`src/rtl/gol_mem_pkg.sv`:
```
// Shared types and constants for the Game-of-Life data-RAM arbiter.
// Holds the arbiter state encoding, the byte-to-word shift and default parameters.
package gol_mem_pkg;

  typedef enum logic [0:0] {
    IDLE   = 1'b0,
    CPU_RD = 1'b1
  } arb_state_t;

  localparam int WORD_OFF     = 2;
  localparam int DEF_AW       = 10;
  localparam int DEF_MAX_WAIT = 4;
  localparam int CNT_W        = 4;

endpackage

```
`src/rtl/gol_starve_cnt.sv`:
```
// Saturating wait counter for the video scanner.
// Raises force_vid once the scanner has been held off MAX_WAIT consecutive cycles.
module gol_starve_cnt
  import gol_mem_pkg::*;
#(
  parameter int MAX_WAIT = DEF_MAX_WAIT
) (
  input  logic             clk,
  input  logic             reset,
  input  logic             vid_req,
  input  logic             vid_ready,
  output logic             force_vid,
  output logic [CNT_W-1:0] wait_cnt
);

  localparam logic [CNT_W-1:0] SAT = CNT_W'(MAX_WAIT);

  always_ff @(posedge clk) begin
    if (!reset) begin
      wait_cnt <= '0;
    end else if (!vid_req || vid_ready) begin
      wait_cnt <= '0;
    end else if (wait_cnt != SAT) begin
      wait_cnt <= wait_cnt + 1'b1;
    end
  end

  assign force_vid = vid_req && (wait_cnt == SAT);

endmodule

```
`src/rtl/gol_mem_arbiter.sv`:
```
// Single-port data RAM arbiter: RISC-V load/store port (fixed priority) vs video scanner.
// The starvation counter can push the scanner ahead; the core is then held via cpu_stall.
module gol_mem_arbiter
  import gol_mem_pkg::*;
#(
  parameter int AW       = DEF_AW,
  parameter int MAX_WAIT = DEF_MAX_WAIT
) (
  input  logic          clk,
  input  logic          reset,
  input  logic          cpu_req,
  input  logic          cpu_we,
  input  logic [3:0]    cpu_be,
  input  logic [31:0]   cpu_addr,
  input  logic [31:0]   cpu_wdata,
  output logic [31:0]   cpu_rdata,
  output logic          cpu_stall,
  input  logic          vid_req,
  input  logic [AW-1:0] vid_addr,
  output logic          vid_ready,
  output logic          vid_rvalid,
  output logic [31:0]   vid_rdata,
  output logic [AW-1:0] mem_addr,
  output logic          mem_we,
  output logic [3:0]    mem_be,
  output logic [31:0]   mem_wdata,
  input  logic [31:0]   mem_rdata,
  output arb_state_t    dbg_state
);

  // Handshake: a video read is accepted in the cycle vid_req && vid_ready; the
  // scanner holds vid_req/vid_addr stable until then, and data returns one cycle
  // later with a single-cycle vid_rvalid. The CPU side has no ready: cpu_stall
  // high means the core replays the same access next cycle.

  arb_state_t       state, state_nxt;
  logic             force_vid;
  logic [CNT_W-1:0] wait_cnt;
  logic             cpu_go, vid_go;
  logic [AW-1:0]    cpu_word;
  logic             unused_addr_bits;

  assign cpu_word         = cpu_addr[AW+WORD_OFF-1:WORD_OFF];
  assign unused_addr_bits = ^{cpu_addr[31:AW+WORD_OFF], cpu_addr[WORD_OFF-1:0], wait_cnt};

  gol_starve_cnt #(
    .MAX_WAIT (MAX_WAIT)
  ) u_starve (
    .clk       (clk),
    .reset     (reset),
    .vid_req   (vid_req),
    .vid_ready (vid_ready),
    .force_vid (force_vid),
    .wait_cnt  (wait_cnt)
  );

  always_comb begin
    cpu_go    = 1'b0;
    vid_go    = 1'b0;
    cpu_stall = 1'b0;
    vid_ready = 1'b0;
    mem_we    = 1'b0;
    mem_be    = 4'b0000;
    mem_addr  = '0;
    mem_wdata = '0;
    cpu_rdata = '0;
    state_nxt = state;
    if (reset) begin
      if (state == CPU_RD) begin
        // Read data for the load issued last cycle; the port issues nothing new.
        cpu_rdata = mem_rdata;
        state_nxt = IDLE;
      end else begin
        cpu_go = cpu_req && !force_vid;
        vid_go = vid_req && !cpu_go;
        if (cpu_go) begin
          mem_addr = cpu_word;
          if (cpu_we) begin
            mem_we    = 1'b1;
            mem_be    = cpu_be;
            mem_wdata = cpu_wdata;
          end else begin
            cpu_stall = 1'b1;
            state_nxt = CPU_RD;
          end
        end else if (vid_go) begin
          vid_ready = 1'b1;
          mem_addr  = vid_addr;
          cpu_stall = cpu_req;
        end
      end
    end
  end

  always_ff @(posedge clk) begin
    if (!reset) begin
      state      <= IDLE;
      vid_rvalid <= 1'b0;
    end else begin
      state      <= state_nxt;
      vid_rvalid <= vid_go;
    end
  end

  assign vid_rdata = vid_rvalid ? mem_rdata : 32'h0;
  assign dbg_state = state;

endmodule

```
`config.mk`:
```
export PLATFORM = sky130hd
export DESIGN_NAME = gol_mem_arbiter
export DESIGN_NICKNAME = d
export VERILOG_FILES = /design/src/rtl/gol_mem_pkg.sv /design/src/rtl/gol_starve_cnt.sv /design/src/rtl/gol_mem_arbiter.sv
export SDC_FILE = /design/constraint.sdc
export NUM_CORES = 1
export LEC_CHECK = 0
export BUFFER_PORTS_ARGS = -buffer_cell sky130_fd_sc_hd__buf_4
export CAP_MARGIN = 20
export CORE_AREA = 2 2 88 90
export CTS_CLUSTER_DIAMETER = 50
export DETAILED_ROUTE_END_ITERATION = 12
export DIE_AREA = 0 0 90 92
export PLACE_DENSITY = 0.53
export SLEW_MARGIN = 10
export SYNTH_ARGS = -nofsm -noshare
export SYNTH_HDL_FRONTEND = slang
export SYNTH_SLANG_ARGS = --single-unit
```
`constraint.sdc`:
```
create_clock -name clk -period 4.95 [get_ports clk]
set_clock_uncertainty 0.2 [all_clocks]
set_input_delay 0.99 -clock clk [delete_from_list [all_inputs] [get_ports clk]]
set_output_delay 0.99 -clock clk [all_outputs]
set_load 0.05 [all_outputs]
```
# Yosys cells after proc, flatten, opt, wreduce, memory -nomap -nowiden
# Index checks and enable logic that the tools add are counted.
[word_totals] register_bits=6 output_inout_bits=115 word_cells=46 input_bits=115
[classes] n_eq_ne=2 add_sub_neg=1 bitwise=2 mux=28 n_reduce_logical=10
[ops] operator="$mux W32" count=7
[ops] operator="$mux W10" count=4
[ops] operator="$mux W4" count=4
[ops] operator="$mux W1" count=13
[ops] operator="$add A4 B1 Y4 const B" count=1
[ops] operator="$eq A4 B3 Y1 const B" count=1
[ops] operator="$ne A4 B3 Y1 const B" count=1
[ops] operator="$reduce_or A2 Y1" count=2
[ops] operator="$logic_and A1 B1 Y1" count=3
[ops] operator="$logic_not A1 Y1" count=3
[ops] operator="$reduce_or A3 Y1" count=1
[ops] operator="$not A1 Y1" count=2
[ops] operator="$logic_or A1 B1 Y1" count=1

# Logic depth before layout (Yosys ltp)
[depth] word_depth=12 ltp_mapped=6 depth_no_buf=5

# Modules after synthesis
# From an unflattened synthesis, not the netlist that was laid out.
[hier_totals] hier_cells=183 hier_area_um2=1198.6
[by_module_without_submodules] module="gol_mem_arbiter" cells_each=160 instances=1 area_per_inst_um2=969.7 seq_area_each_um2=40.0
[by_module_without_submodules] module="gol_starve_cnt" cells_each=23 instances=1 area_per_inst_um2=229.0 seq_area_each_um2=80.1

# Worst setup path before layout
# Ideal clock, no wire load.
[synth_path] path_type="in2out" startpoint="input port vid_req" endpoint="output port mem_wdata[22]" path_slack_ns=1.647 t_arrival_ns=2.113 path_buffers=1 required_time_ns=3.760 stages=4 path_cell_list="nand4b_2 nor3b_4 buf_6 and2_1"
[synth_via] elab_chain_cells=6
[synth_rtl] element="start, declared" line="gol_mem_arbiter.sv:18" rtl="input logic vid_req,"
[synth_rtl] element="$logic_and A1 B1 Y1" line="gol_starve_cnt.sv:28" rtl="assign force_vid = vid_req && (wait_cnt == SAT);"
[synth_rtl] element="$logic_not A1 Y1" line="gol_mem_arbiter.sv:74" rtl="cpu_go = cpu_req && !force_vid;"
[synth_rtl] element="$logic_and A1 B1 Y1" line="gol_mem_arbiter.sv:74"
[synth_rtl] element="$mux W32" line="gol_mem_arbiter.sv:76" rtl="if (cpu_go) begin"
[synth_rtl] element="$mux W32" line="gol_mem_arbiter.sv:69" rtl="if (state == CPU_RD) begin"
[synth_rtl] element="$mux W32" line="gol_mem_arbiter.sv:68" rtl="if (reset) begin"
[synth_rtl] element="end, declared" line="gol_mem_arbiter.sv:26" rtl="output logic [31:0] mem_wdata,"
# No other way between the ends.

# Final worst setup path
[layout_path] startpoint="input port reset" endpoint="output port mem_addr[8]"
[layout_via] elab_chain_cells=1
[layout_rtl] element="start, declared" line="gol_mem_arbiter.sv:10" rtl="input logic reset,"
[layout_rtl] element="$mux W10" line="gol_mem_arbiter.sv:68"
[layout_rtl] element="end, declared" line="gol_mem_arbiter.sv:23" rtl="output logic [AW-1:0] mem_addr,"
# No other way between the ends.

==> summary by stage <==
Detailed routing
The via count normalized by instance count is around 4.0. The first TritonRoute pass finished after 4 iterations. Summing over every cut layer, the via total after detailed routing is around 1800. The aggregate routed wire length is 5614 microns.

For this block, the initial DRC count from the detailed router was 34. The average wire per standard cell is ~12 microns. Once detail routing completed, the nets flagged for antenna violations numbered 0. The detailed-route DRC error count is 0.

Clocking
The cell sitting at the root of the clock tree is a sky130_fd_sc_hd__clkbuf_8. The clock-pin slew reported for the worst setup and hold paths after clock tree synthesis is roughly 0.030 ns. The hold-fix buffer count after cts is 0. In this run the post-CTS setup repair buffer count came out at 0. The H-tree depth reported by CTS is 1. The clock passes through at most 2 buffers.

The number of instances resized during post-cts repair is 0. The clock network latency to the later pin of the worst-skew pair is between 0.2 and 0.25 ns. The number of clock buffers added by TritonCTS is 3. The CTS tree is yes. CTS saw 6 sinks.

Synthesis
sky130_fd_sc_hd__and2_1 is the most common cell in the netlist. The cell count after synthesis is between 150 and 200. After synthesis the cells add up to 0.001137 sq mm. The number of nets in the synthesized netlist is between 200 and 300. The total of flip-flops plus latches after synthesis is 6. After synthesis, the share of flip-flops with an asynchronous set or reset is 0%.

The top cell type by area accounts for a little under two fifths of the synthesized area. In this run, synthesis inferred 0 flip-flops with an integrated enable. The average instance area after synthesis is between 7 and 8 sq um. The most common flop cell mapped by yosys is sky130_fd_sc_hd__dfxtp_1.

After synthesis, the cell types taking the most area are sky130_fd_sc_hd__and2_1 (38%), sky130_fd_sc_hd__and3_1 (18%), sky130_fd_sc_hd__dfxtp_1 (11%), sky130_fd_sc_hd__a22o_1 (7.7%), sky130_fd_sc_hd__clkbuf_1 (3.3%). The number of warnings reported in the yosys synthesis log is 0. Counting instances in the post-synthesis netlist gives the leading cell types as sky130_fd_sc_hd__and2_1 (69), sky130_fd_sc_hd__and3_1 (32), sky130_fd_sc_hd__a22o_1 (10), sky130_fd_sc_hd__clkbuf_1 (10), sky130_fd_sc_hd__dfxtp_1 (6). After synthesis, the netlist uses 25 different library cells. Of the synthesized area, sequential elements account for 10.56%. The top cell type by total area after synthesis is sky130_fd_sc_hd__and2_1.

Floorplanning
Measured along the x axis, the die boundary spans ~90 microns. The floorplan die height is a little over 90 microns. The region available for standard cell placement spans around 0.0074 sq mm. The overall die area is around 0.0083 sq mm. The row count is 32. For this configuration, the core starts out at a cell density of about 15%.

The number of top-level pins is 230.

Global routing
The initial antenna violation count came to 0. The first global-routing pass estimated between 8000 and 9000 microns of wire. The maximum number of pins on one net before global-route repair is 41.

The total routing resource utilization after global routing is 11.88%. The overflow left after global routing is 0. The number of global-route vias before repair came to about 1600.

Setup path
STA classifies the critical path endpoint as an output pin. The cell family contributing the most delay on the critical path is compound AO/OA/AOI/OAI gates. Of all nets on the critical path, the largest fanout is 34. The worst setup path is launched from an input port.

The classification of the worst setup path is input port to output pin. The most repeated library cell on the critical path is sky130_fd_sc_hd__buf_4. The start point of the critical path is reset. On the critical path, the stage with the largest delay is an instance of sky130_fd_sc_hd__a211oi_2. The worst path arrival time is about 2.6 ns.

The reg-to-reg critical path startpoint is u_starve.wait_cnt[0]. The delay contributed by the slowest stage of the critical path is 0.63 ns. In this run the register-to-register setup slack is 2.89 ns. Walking the worst path, the cells encountered are buf_4 -> nand2_1 -> a211oi_2 -> a22o_1 -> buf_4. The critical path contains buffers and inverters numbering 2 combined. Data on the critical path is required at its endpoint by 3.76 ns.

Pwr
Summed over all cells, the static leakage comes to 1.647 nW. The worst vdd rail ir drop is approximately 0.11 mV. For this design the ratio of total power to cell area is 125.3 mW/mm^2. The total design power is between 0.3 and 0.4 mW.

Finish
The final instance count without filler cells is between 400 and 500. The post-route netlist has 60.34% of its cells at a drive strength greater than 1. The final instance area is around 0.0028 sq mm. The repair_antennas step left the layout with diodes totalling 0.

The number of nets in the layout is 477. The area growth from synthesis to layout is 145.4%. Cells fill a little under two fifths of the core in the end.

Placed design
In this run the cell area measured after placement is 0.002750 sq mm. Routability-driven placement finished with a final weighted congestion of 0.7253. Before CTS, the worst setup slack after placement is 1.145 ns.

The port buffer count is just over 200. The number of placed instances, taps included, is between 400 and 500. Summed over all nets, the half-perimeter wirelength after detailed placement is roughly 4500 microns.

STA
The final number of setup-violating endpoints is 0. The final hold violation count is 0. The smallest clock period supported by the final layout is computed as 3.764 ns.

Adding up every negative setup slack in the final design gives 0 ns. The worst setup slack after layout is 1.186 ns. The worst slew slack as a fraction of its limit is between 40% and 50%. Setup repair after global routing left no endpoint under its margin. Final hold analysis gives a worst-case slack of between 0.3 and 0.4 ns. For the pin with the worst max-slew slack, the measured transition is between 0.8 and 0.9 ns. The final period utilization is 76.04%. The fmax is 265.7 MHz. The max-slew violation count is 0.

Status
The flow ran to the end, and the final reports show no timing, DRC or antenna violations.

Run
Max-cap violations in this run came to 0.

Min path
The tightest min-delay check is of the flop to flop type. The origin of the worst min-delay path is u_starve.wait_cnt[1].
==> registers in the layout, indices dropped and copies added, names as in the netlist <==
register and count:
dbg_state 1, vid_rvalid 1, u_starve.wait_cnt 4
==> worst reg2reg max path, delay by kind of cell, from the launching register on <==
family          cells  cell delay, ns
compound gates      1            0.64
fa+ha+maj           1            0.25
flops               1            0.39
simple gates        2            0.45
buf+inv             1            0.06
==> where the power goes <==
| group | leakage [nW] | total [mW] | internal (mW) | switching (mW) |
|---|---|---|---|---|
| clock | 0.0216 | 0.0719 | 0.0521 | 0.0198 |
| combinational | 1.58 | 0.225 | 0.0931 | 0.132 |
| sequential | 0.0488 | 0.0529 | 0.0499 | 0.00302 |
==> logic make-up (layout without fill, tap and decap cells) <==
group | count (synthesis) | count (layout) | share of synthesized area [%]
flops | 6 | 6 | 10.56
mux | 1 | 1 | 0.8801
fa+ha+maj | 2 | 2 | 2.200
xor+xnor | 1 | 1 | 0.7702
simple gates | 115 | 115 | 64.90
buf+inv | 18 | 215 | 8.361
compound gates | 18 | 18 | 12.32
==> routing by layer <==
layer | vias to the layer above | GRT usage [%] | wire [microns]
met5 | - | 0 | 0
met4 | 0 | 1.538 | 19
li1 | 942 | - | -
met1 | 812 | 14.54 | 2213
met2 | 87 | 22.24 | 3029
met3 | 4 | 2.054 | 352
==> cells in the final DEF (no fill, tap or decap) <==
cell                       Yosys  final
sky130_fd_sc_hd__ha_1          2      2
sky130_fd_sc_hd__nand2_1       1      1
sky130_fd_sc_hd__nand3b_1      2      2
sky130_fd_sc_hd__mux2i_1       1      1
sky130_fd_sc_hd__nand3b_2      1      1
sky130_fd_sc_hd__nand4b_2      1      1
sky130_fd_sc_hd__clkbuf_8      0      3
sky130_fd_sc_hd__a22o_1       10     10
sky130_fd_sc_hd__and3b_1       1      1
sky130_fd_sc_hd__a211oi_1      2      2
sky130_fd_sc_hd__and3_1       32     32
sky130_fd_sc_hd__a211oi_2      1      1
sky130_fd_sc_hd__nor3_1        1      1
sky130_fd_sc_hd__buf_4         1    209
sky130_fd_sc_hd__a21oi_1       5      5
sky130_fd_sc_hd__xnor2_1       1      1
sky130_fd_sc_hd__inv_1         3      3
sky130_fd_sc_hd__or3_1         1      1
sky130_fd_sc_hd__nor3b_4       1      1
sky130_fd_sc_hd__dfxtp_1       6      6
sky130_fd_sc_hd__nor2_1        2      2
sky130_fd_sc_hd__and2_1       69     69
sky130_fd_sc_hd__nand3_1       3      3
==> layout make-up <==
class                   instances  area, sq um
repair buffers                209         1569
inverters                       3        11.26
well taps                     102        127.6
multi-input cells             137        922.1
clock buffers                   3        41.29
fillers                       809         4656
flip-flops and latches          6        120.1
==> worst paths after layout <==
check / end / cells after the start
max: mem_addr[8] / 5
min reg2reg: u_starve.wait_cnt[1] / 2
min: u_starve.wait_cnt[1] / 2
max reg2reg: dbg_state / 5
(Power assumes the default switching activity.)
